### config.mk
export PLATFORM = sky130hd
export DESIGN_NAME = uart_rx_flat
export DESIGN_NICKNAME = d
export VERILOG_FILES = /design/src/rtl/uart_rx_if.sv /design/src/rtl/uart_rx.sv /design/src/flat_wrapper.sv
export SDC_FILE = /design/constraint.sdc
export NUM_CORES = 1
export LEC_CHECK = 0
export ABC_AREA = 0
export ABC_CLOCK_PERIOD_IN_PS = 6600
export CORE_UTILIZATION = 45
export DETAILED_ROUTE_END_ITERATION = 16
export DONT_BUFFER_PORTS = 1
export GPL_ROUTABILITY_DRIVEN = 0
export PLACE_DENSITY = 0.68
export REMOVE_ABC_BUFFERS = 1
export SYNTH_ARGS = -nofsm -noshare
export SYNTH_HDL_FRONTEND = slang
export SYNTH_SLANG_ARGS = --single-unit
### constraint.sdc
create_clock -name CLK -period 6.6 [get_ports CLK]
set_input_delay 1.98 -clock CLK [delete_from_list [all_inputs] [get_ports CLK]]
set_output_delay 1.98 -clock CLK [all_outputs]
set_load 0.05 [all_outputs]
### src/rtl/uart_rx_if.sv
// Byte-side handshake and status bundle between uart_rx and its register-block consumer.
// The receiver drives the data and status (master); the consumer drives RX_READY/OVR_CLR.
interface uart_rx_if;
    logic [7:0] RX_DATA;
    logic       RX_VALID;
    logic       RX_READY;
    logic       FRAME_ERR;
    logic       PARITY_ERR;
    logic       OVERRUN;
    logic       OVR_CLR;

    modport master (
        output RX_DATA,
        output RX_VALID,
        input  RX_READY,
        output FRAME_ERR,
        output PARITY_ERR,
        output OVERRUN,
        input  OVR_CLR
    );

    modport slave (
        input  RX_DATA,
        input  RX_VALID,
        output RX_READY,
        input  FRAME_ERR,
        input  PARITY_ERR,
        input  OVERRUN,
        output OVR_CLR
    );
endinterface

### src/rtl/uart_rx.sv
// 16x-oversampling UART receiver (8N1) with a one-entry holding register.
// Define UART_RX_PARITY_EN to receive 8E1 frames with even-parity checking.
module uart_rx #(
    parameter int unsigned BAUD_DIV = 163
) (
    input  logic      CLK,
    input  logic      RESET,
    input  logic      RSRX,
    uart_rx_if.master rxBus
);

    localparam logic [15:0] BaudMax = 16'(BAUD_DIV - 1);

    typedef enum logic [2:0] {
        StIdle,
        StStart,
        StData,
`ifdef UART_RX_PARITY_EN
        StParity,
`endif
        StStop,
        StBreak
    } stateT;

    stateT       state;
    logic        sync1;
    logic        sync2;
    logic        rxPrev;
    logic        rxS;
    logic        startEdge;
    logic [15:0] baudCnt;
    logic        tick;
    logic [3:0]  tickCnt;
    logic [2:0]  bitIdx;
    logic [7:0]  shiftReg;
    logic [7:0]  rxData;
    logic        rxValid;
    logic        frameErr;
    logic        overrun;
`ifdef UART_RX_PARITY_EN
    logic        parityBit;
    logic        parityErr;
`endif

    always_ff @(posedge CLK) begin
        if (RESET) begin
            sync1  <= 1'b1;
            sync2  <= 1'b1;
            rxPrev <= 1'b1;
        end else begin
            sync1  <= RSRX;
            sync2  <= sync1;
            rxPrev <= sync2;
        end
    end

    always_comb begin
        rxS       = sync2;
        startEdge = (state == StIdle) && rxPrev && !rxS;
        tick      = (baudCnt == BaudMax);
    end

    // Restarting the divider on the start edge puts every sample a fixed phase after the edge.
    always_ff @(posedge CLK) begin
        if (RESET || startEdge || tick) begin
            baudCnt <= 16'd0;
        end else begin
            baudCnt <= baudCnt + 16'd1;
        end
    end

    always_ff @(posedge CLK) begin
        if (RESET) begin
            state    <= StIdle;
            tickCnt  <= 4'd0;
            bitIdx   <= 3'd0;
            shiftReg <= 8'h00;
            rxData   <= 8'h00;
            rxValid  <= 1'b0;
            frameErr <= 1'b0;
            overrun  <= 1'b0;
`ifdef UART_RX_PARITY_EN
            parityBit <= 1'b0;
            parityErr <= 1'b0;
`endif
        end else begin
            frameErr <= 1'b0;
`ifdef UART_RX_PARITY_EN
            parityErr <= 1'b0;
`endif
            if (rxValid && rxBus.RX_READY) begin
                rxValid <= 1'b0;
            end

            case (state)
                StIdle: begin
                    tickCnt <= 4'd0;
                    if (startEdge) begin
                        state <= StStart;
                    end
                end

                StStart: begin
                    if (tick) begin
                        if (tickCnt == 4'd7) begin
                            tickCnt <= 4'd0;
                            bitIdx  <= 3'd0;
                            state   <= rxS ? StIdle : StData;
                        end else begin
                            tickCnt <= tickCnt + 4'd1;
                        end
                    end
                end

                StData: begin
                    if (tick) begin
                        tickCnt <= tickCnt + 4'd1;
                        if (tickCnt == 4'd15) begin
                            shiftReg <= {rxS, shiftReg[7:1]};
                            bitIdx   <= bitIdx + 3'd1;
                            if (bitIdx == 3'd7) begin
`ifdef UART_RX_PARITY_EN
                                state <= StParity;
`else
                                state <= StStop;
`endif
                            end
                        end
                    end
                end

`ifdef UART_RX_PARITY_EN
                StParity: begin
                    if (tick) begin
                        tickCnt <= tickCnt + 4'd1;
                        if (tickCnt == 4'd15) begin
                            parityBit <= rxS;
                            state     <= StStop;
                        end
                    end
                end
`endif

                StStop: begin
                    if (tick) begin
                        tickCnt <= tickCnt + 4'd1;
                        if (tickCnt == 4'd15) begin
                            if (rxS) begin
`ifdef UART_RX_PARITY_EN
                                if (parityBit != ^shiftReg) begin
                                    parityErr <= 1'b1;
                                end else
`endif
                                begin
                                    // A full register not drained this cycle drops the new byte.
                                    if (!rxValid || rxBus.RX_READY) begin
                                        rxData  <= shiftReg;
                                        rxValid <= 1'b1;
                                    end else begin
                                        overrun <= 1'b1;
                                    end
                                end
                                state <= StIdle;
                            end else begin
                                frameErr <= 1'b1;
                                state    <= StBreak;
                            end
                        end
                    end
                end

                StBreak: begin
                    tickCnt <= 4'd0;
                    if (rxS) begin
                        state <= StIdle;
                    end
                end

                default: state <= StIdle;
            endcase

            // Clear wins over a same-cycle overrun set.
            if (rxBus.OVR_CLR) begin
                overrun <= 1'b0;
            end
        end
    end

    assign rxBus.RX_DATA   = rxData;
    assign rxBus.RX_VALID  = rxValid;
    assign rxBus.FRAME_ERR = frameErr;
    assign rxBus.OVERRUN   = overrun;
`ifdef UART_RX_PARITY_EN
    assign rxBus.PARITY_ERR = parityErr;
`else
    assign rxBus.PARITY_ERR = 1'b0;
`endif

endmodule

### src/flat_wrapper.sv
// flat-port wrapper written by rule: the top's interface ports become plain ports
module uart_rx_flat 
#(
    parameter int unsigned BAUD_DIV = 163
)
  (CLK, RESET, RSRX, rxBus_RX_DATA, rxBus_RX_VALID, rxBus_RX_READY, rxBus_FRAME_ERR, rxBus_PARITY_ERR, rxBus_OVERRUN, rxBus_OVR_CLR);
  uart_rx_if rxBus_i ();
  input  logic CLK;
  input  logic RESET;
  input  logic RSRX;
  output wire logic [$bits(rxBus_i.RX_DATA)-1:0] rxBus_RX_DATA;
  output wire logic [$bits(rxBus_i.RX_VALID)-1:0] rxBus_RX_VALID;
  input wire logic [$bits(rxBus_i.RX_READY)-1:0] rxBus_RX_READY;
  output wire logic [$bits(rxBus_i.FRAME_ERR)-1:0] rxBus_FRAME_ERR;
  output wire logic [$bits(rxBus_i.PARITY_ERR)-1:0] rxBus_PARITY_ERR;
  output wire logic [$bits(rxBus_i.OVERRUN)-1:0] rxBus_OVERRUN;
  input wire logic [$bits(rxBus_i.OVR_CLR)-1:0] rxBus_OVR_CLR;
  assign rxBus_RX_DATA = rxBus_i.RX_DATA;
  assign rxBus_RX_VALID = rxBus_i.RX_VALID;
  assign rxBus_i.RX_READY = rxBus_RX_READY;
  assign rxBus_FRAME_ERR = rxBus_i.FRAME_ERR;
  assign rxBus_PARITY_ERR = rxBus_i.PARITY_ERR;
  assign rxBus_OVERRUN = rxBus_i.OVERRUN;
  assign rxBus_i.OVR_CLR = rxBus_OVR_CLR;
  uart_rx #(.BAUD_DIV(BAUD_DIV)) u_core (.CLK(CLK), .RESET(RESET), .RSRX(RSRX), .rxBus(rxBus_i));
endmodule
Word level (Yosys, flattened, before mapping)
Cells that the tools add are included.

Register bits: 48. Output and inout bits: 12.

Add/sub/neg operators: 3. Equal/unequal tests: 18. Mux-type cells: 28. Bitwise logic cells: 4. Reduce and logical (&&, ||, !) cells: 21.

Operators by type and width (count): 3-bit 2-to-1 mux (14); 2-bit by 1-bit != test with 1-bit output (second input constant) (10); 16-bit by 1-bit adder with 16-bit output (second input constant) (1); 16-bit by 8-bit equality test with 1-bit output (second input constant) (1); 3-bit one-hot mux with 5 select lines (1); 5-bit AND reduction (3); 4-bit 2-to-1 mux (3); 4-bit one-hot mux with 3 select lines (1); 9-bit AND reduction (1); 1-bit 2-to-1 mux (7); 3-bit by 2-bit equality test with 1-bit output (second input constant) (2); 3-bit equality test (second input constant) (2); 3-bit one-hot mux with 2 select lines (1); 3-bit AND reduction (2); 2-bit OR reduction (3); 4-bit by 1-bit adder with 4-bit output (second input constant) (1); 4-bit by 3-bit equality test with 1-bit output (second input constant) (1); 4-bit equality test (second input constant) (1); 1-bit NOT (4); 4-bit OR reduction (1); 3-bit by 1-bit adder with 3-bit output (second input constant) (1); 3-bit by 1-bit equality test with 1-bit output (second input constant) (1); 1-bit logical AND (3); 3-bit zero test (1); 5 further kinds (8).

Logic depth before layout (Yosys ltp)
Depth in word-level cells: 7. Depth in mapped cells: 8. Gate-level depth less buffers: 6.

Worst setup path after synthesis
Ideal clock, no wire load.

Path kind: input to register. Start point: input port rxBus_RX_READY. End point: register u_core.rxData[0] (netlist: u_core.rxBus.RX_DATA[0]). Arrival: 2.765 ns. Data required time: 6.530 ns. Slack: 3.765 ns. Stages: 5. Buffers on the path: 1. Path through: nand2b_1 and4_1 buf_1 nand3_1 a21oi_1.

Cells in the longest elaborated chain, start to end: 2.

Ends and longest elaborated chain: start: declaration (RTL line flat_wrapper.sv:13) `input wire logic [$bits(rxBus_i.RX_READY)-1:0] rxBus_RX_READY;`; 1-bit logical OR (RTL line uart_rx.sv:156) `if (!rxValid || rxBus.RX_READY) begin`; 5-bit AND reduction (no line); end signal: assignment (RTL line uart_rx.sv:157) `rxData <= shiftReg;`; end: declaration (RTL line uart_rx.sv:36) `logic [7:0] rxData;`.

Every way passes these cells. A chain may end at the register's enable or synchronous reset.

Worst setup path in the final report
Start point: register u_core.rxData[0] (netlist: u_core.rxBus.RX_DATA[0]). End point: output port rxBus_RX_DATA[0].

RTL lines: end: declaration (RTL line flat_wrapper.sv:11) `output wire logic [$bits(rxBus_i.RX_DATA)-1:0] rxBus_RX_DATA;`.

No word-level cell between the ends.

==> metrics.md <==
| Metric | Value |
|---|---|
| CTS root buf | `clkbuf_8` |
| Syn Inst Count | `264` |
| WL per Instance | `12.85 microns` |
| Vias | `1833` |
| Violation count after the first detailed-route iteration | `170` |
| CTS buffer count | `5` |
| DP Worst Slack | `3.730 ns` |
| H-tree depth | `2` |
| Core ar. | `4723 sq um` |
| Post-Syn Area | `2218 sq um` |
| Syn Area/Cell | `8.403 sq um` |
| CTS resizes | `0` |
| Dpl hpwl | `2743 microns` |
| Area Overhead vs Synth | `7.896%` |
| Clock-pin slew on the worst setup and hold paths | `0.10 ns` |
| Chip height | `72.21 microns` |
| Pwr Density | `237.8 nW/um^2` |
| Maximum clock frequency | `0.3388 GHz` |
| Clock sink total | `48` |
| Clock Skew | `0.01612 ns` |
| Gr busiest metal | `met2` |
| Worst slew pin tran | `1.200 ns` |
| #FFs+latches synth | `48` |
| Residual DRC | `0` |
| Synth cell types | `43` |
| CP Launch Type | `flop` |
| Register area share after synthesis | `43.32%` |
| Hold crit path type | `flop to flop` |
| Pre-Repair DR Iteration Count | `4` |
| Total grt overflow | `0` |
| Worst IR Drop VDD | `102.3 uV` |
| Tcrit/Tclk final | `44.72%` |
| Met1 Resource Use GR | `24.16%` |
| Max-Cap Viols | `0` |
| # diodes | `0` |
| Die area | `5214 sq um` |
| Post-DR vias/cell | `5.640` |
| Total chip power | `569.3 uW` |
| Worst path required time | `4.62 ns` |
| Slew Limit Headroom | `19.23%` |
| Post-CTS Setup Inserts | `0` |
| Critical path endpoint category | `output port` |
| Port bufs | `0` |
| Hold slack | `0.4102 ns` |
| Kind of critical path | `flop to output port` |
| Row count | `25` |
| Met2 usage in global routing | `27.41%` |
| First-pass GRT wire length | `7445 microns` |
| IO Count | `17` |
| Ratio of cells with drive above 1 in the final layout | `6.977%` |
| Post-synth EDFFs | `0` |
| Worst-Skew Late Latency | `0.31 ns` |
| Final setup vio count | `0` |
| Minimum clock period | `2.952 ns` |
| Longest Clk Path Bufs | `2` |
| PnR worst setup slack | `3.648 ns` |
| Outcome | `finished, final reports clean` |
| RSZ-0062 raised after global routing | `false` |
| ANT nets after route | `0` |
| Crit Path Max Fanout | `2` |
| Fin nets | `267` |
| Initial antenna violation count | `0` |
| Initial Util | `46.97%` |
| Hold buffer count at CTS | `0` |
| Hold Fails Final Rpt | `0` |
| Yosys Warn Count | `0` |
| GRT met3 Usage | `3.611%` |
| Routed WL | `4176 microns` |
| Pleak | `0.7511 nW` |
| Fillcell total | `432` |
| Vias in the first global route | `1668` |
| Final TNS setup | `0 ns` |
| Fraction of registers with async set/reset | `0%` |
| CTS tree | `done` |
| Critical Path AT | `0.97 ns` |
| Max-slew violation count | `0` |
| Overall Global Routing Usage | `17.90%` |
| Top_reg_cell synth | `dfxtp_1` |
| Largest net degree at the start of global routing | `35` |
| Die width | `72.21 microns` |
[metrics by stage]
| step | area [sq um] | cells | utilization, % |
|---|---|---|---|
| after floorplan | 2151 | 248 | - |
| after global placement | 2256 | 317 | 47.76 |
| after detailed placement | 2256 | 317 | 47.76 |
| after CTS | 2394 | 325 | 50.68 |
| after global routing | 2394 | 325 | 50.68 |
| final | 2394 | 325 | 50.68 |
[layout by cell type (no fill, tap or decap), drive strengths merged, types with 3 or more instances in the layout]
cell type / synthesis / final
dfxtp: 48 / 48
a21oi: 28 / 28
o21ai: 24 / 24
nor2: 18 / 18
nand2: 17 / 17
nand3: 13 / 13
nand4: 13 / 13
xnor2: 9 / 9
or3: 8 / 8
inv: 6 / 7
or4: 6 / 6
nand2b: 5 / 5
or2: 5 / 5
ha: 5 / 5
clkbuf: 12 / 5
nor4: 5 / 5
o31ai: 3 / 3
nor3: 3 / 3
nand3b: 3 / 3
mux2i: 3 / 3
a31oi: 3 / 3
[per-layer routing]
metal / vias to the layer above / share of wire [%]
met5: - / 0
met3: 5 / 3.8
li1: 946 / -
met2: 30 / 45
met4: 0 / 1.4
met1: 852 / 50
[flip-flops by register name, indices dropped and copies added, names as in the netlist]
register,flops
u_core.rxS,1
u_core.baudCnt,16
u_core.sync1,1
u_core.rxPrev,1
u_core.bitIdx,3
u_core.tickCnt,4
u_core.rxBus.RX_VALID,1
u_core.rxBus.OVERRUN,1
u_core.state,3
u_core.rxBus.FRAME_ERR,1
u_core.rxBus.RX_DATA,8
u_core.shiftReg,8
[synth_stat cells, types with 2 or more instances]
library cell / count / share of area, %
a211oi_1: 2 / 0.68
a21oi_1: 28 / 6.3
a221oi_1: 2 / 0.79
a31oi_1: 3 / 0.85
and3_1: 2 / 0.56
and3b_1: 2 / 0.79
and4_1: 2 / 0.79
buf_2: 2 / 0.45
clkbuf_1: 11 / 1.9
dfxtp_1: 48 / 43
ha_1: 5 / 2.8
inv_1: 6 / 1.0
mux2i_1: 3 / 1.4
nand2_1: 17 / 2.9
nand2b_1: 5 / 1.4
nand3_1: 13 / 2.9
nand3b_1: 3 / 1.0
nand4_1: 13 / 3.7
nor2_1: 18 / 3.0
nor3_1: 3 / 0.68
nor3b_1: 2 / 0.68
nor4_1: 5 / 1.4
o21ai_0: 24 / 5.4
o31ai_1: 3 / 1.0
or2_2: 5 / 1.4
or3_1: 8 / 2.3
or4_1: 5 / 1.7
xnor2_1: 9 / 3.6
[kinds of logic after synthesis]
| logic type | Yosys count | share of synthesized area (%) |
|---|---|---|
| multiplexers | 3 | 1.354 |
| buffers and inverters | 22 | 4.061 |
| XOR/XNOR | 10 | 3.948 |
| adder cells (fa/ha/maj) | 5 | 2.820 |
| AO/OA/AOI/OAI | 66 | 16.53 |
| other | 1 | 0.1690 |
| AND/OR/NAND/NOR | 109 | 27.81 |
| flip-flops | 48 | 43.32 |
[where the power goes]
| group | internal [mW] | leakage [nW] | switching, mW |
|---|---|---|---|
| combinational | 0.00753 | 0.294 | 0.0104 |
| sequential | 0.293 | 0.388 | 0.00495 |
| clock | 0.152 | 0.0687 | 0.101 |
[worst paths after layout]
kind / from / end / slack [ns] / depth (start not counted)
setup / recovery: u_core.rxBus.RX_DATA[0]$_SDFFE_PP0P_ / rxBus_RX_DATA[0] / 3.65 / 0
hold / removal: u_core.sync1$_SDFF_PP1_ / u_core.rxS$_SDFF_PP1_ / 0.41 / 1
hold reg to reg: u_core.sync1$_SDFF_PP1_ / u_core.rxS$_SDFF_PP1_ / 0.41 / 1
setup reg to reg: u_core.baudCnt[0]$_SDFF_PP0_ / u_core.tickCnt[1]$_SDFFE_PP0P_ / 3.76 / 6
[area by class of cell]
| cell class | instances | area (sq um) | share of cell area (%) |
|---|---|---|---|
| Inverter | 6 | 22.52 | 0.9409 |
| Timing Repair Buffer | 2 | 15.01 | 0.6273 |
| Clock buffer | 5 | 68.82 | 2.875 |
| Sequential cell | 48 | 960.9 | 40.15 |
| Tap cell | 67 | 83.83 | 3.502 |
| Multi-Input combinational cell | 194 | 1174 | 49.03 |
| Clock inverter | 3 | 68.82 | 2.875 |
Note: power is estimated with default switching activity, not from simulation.
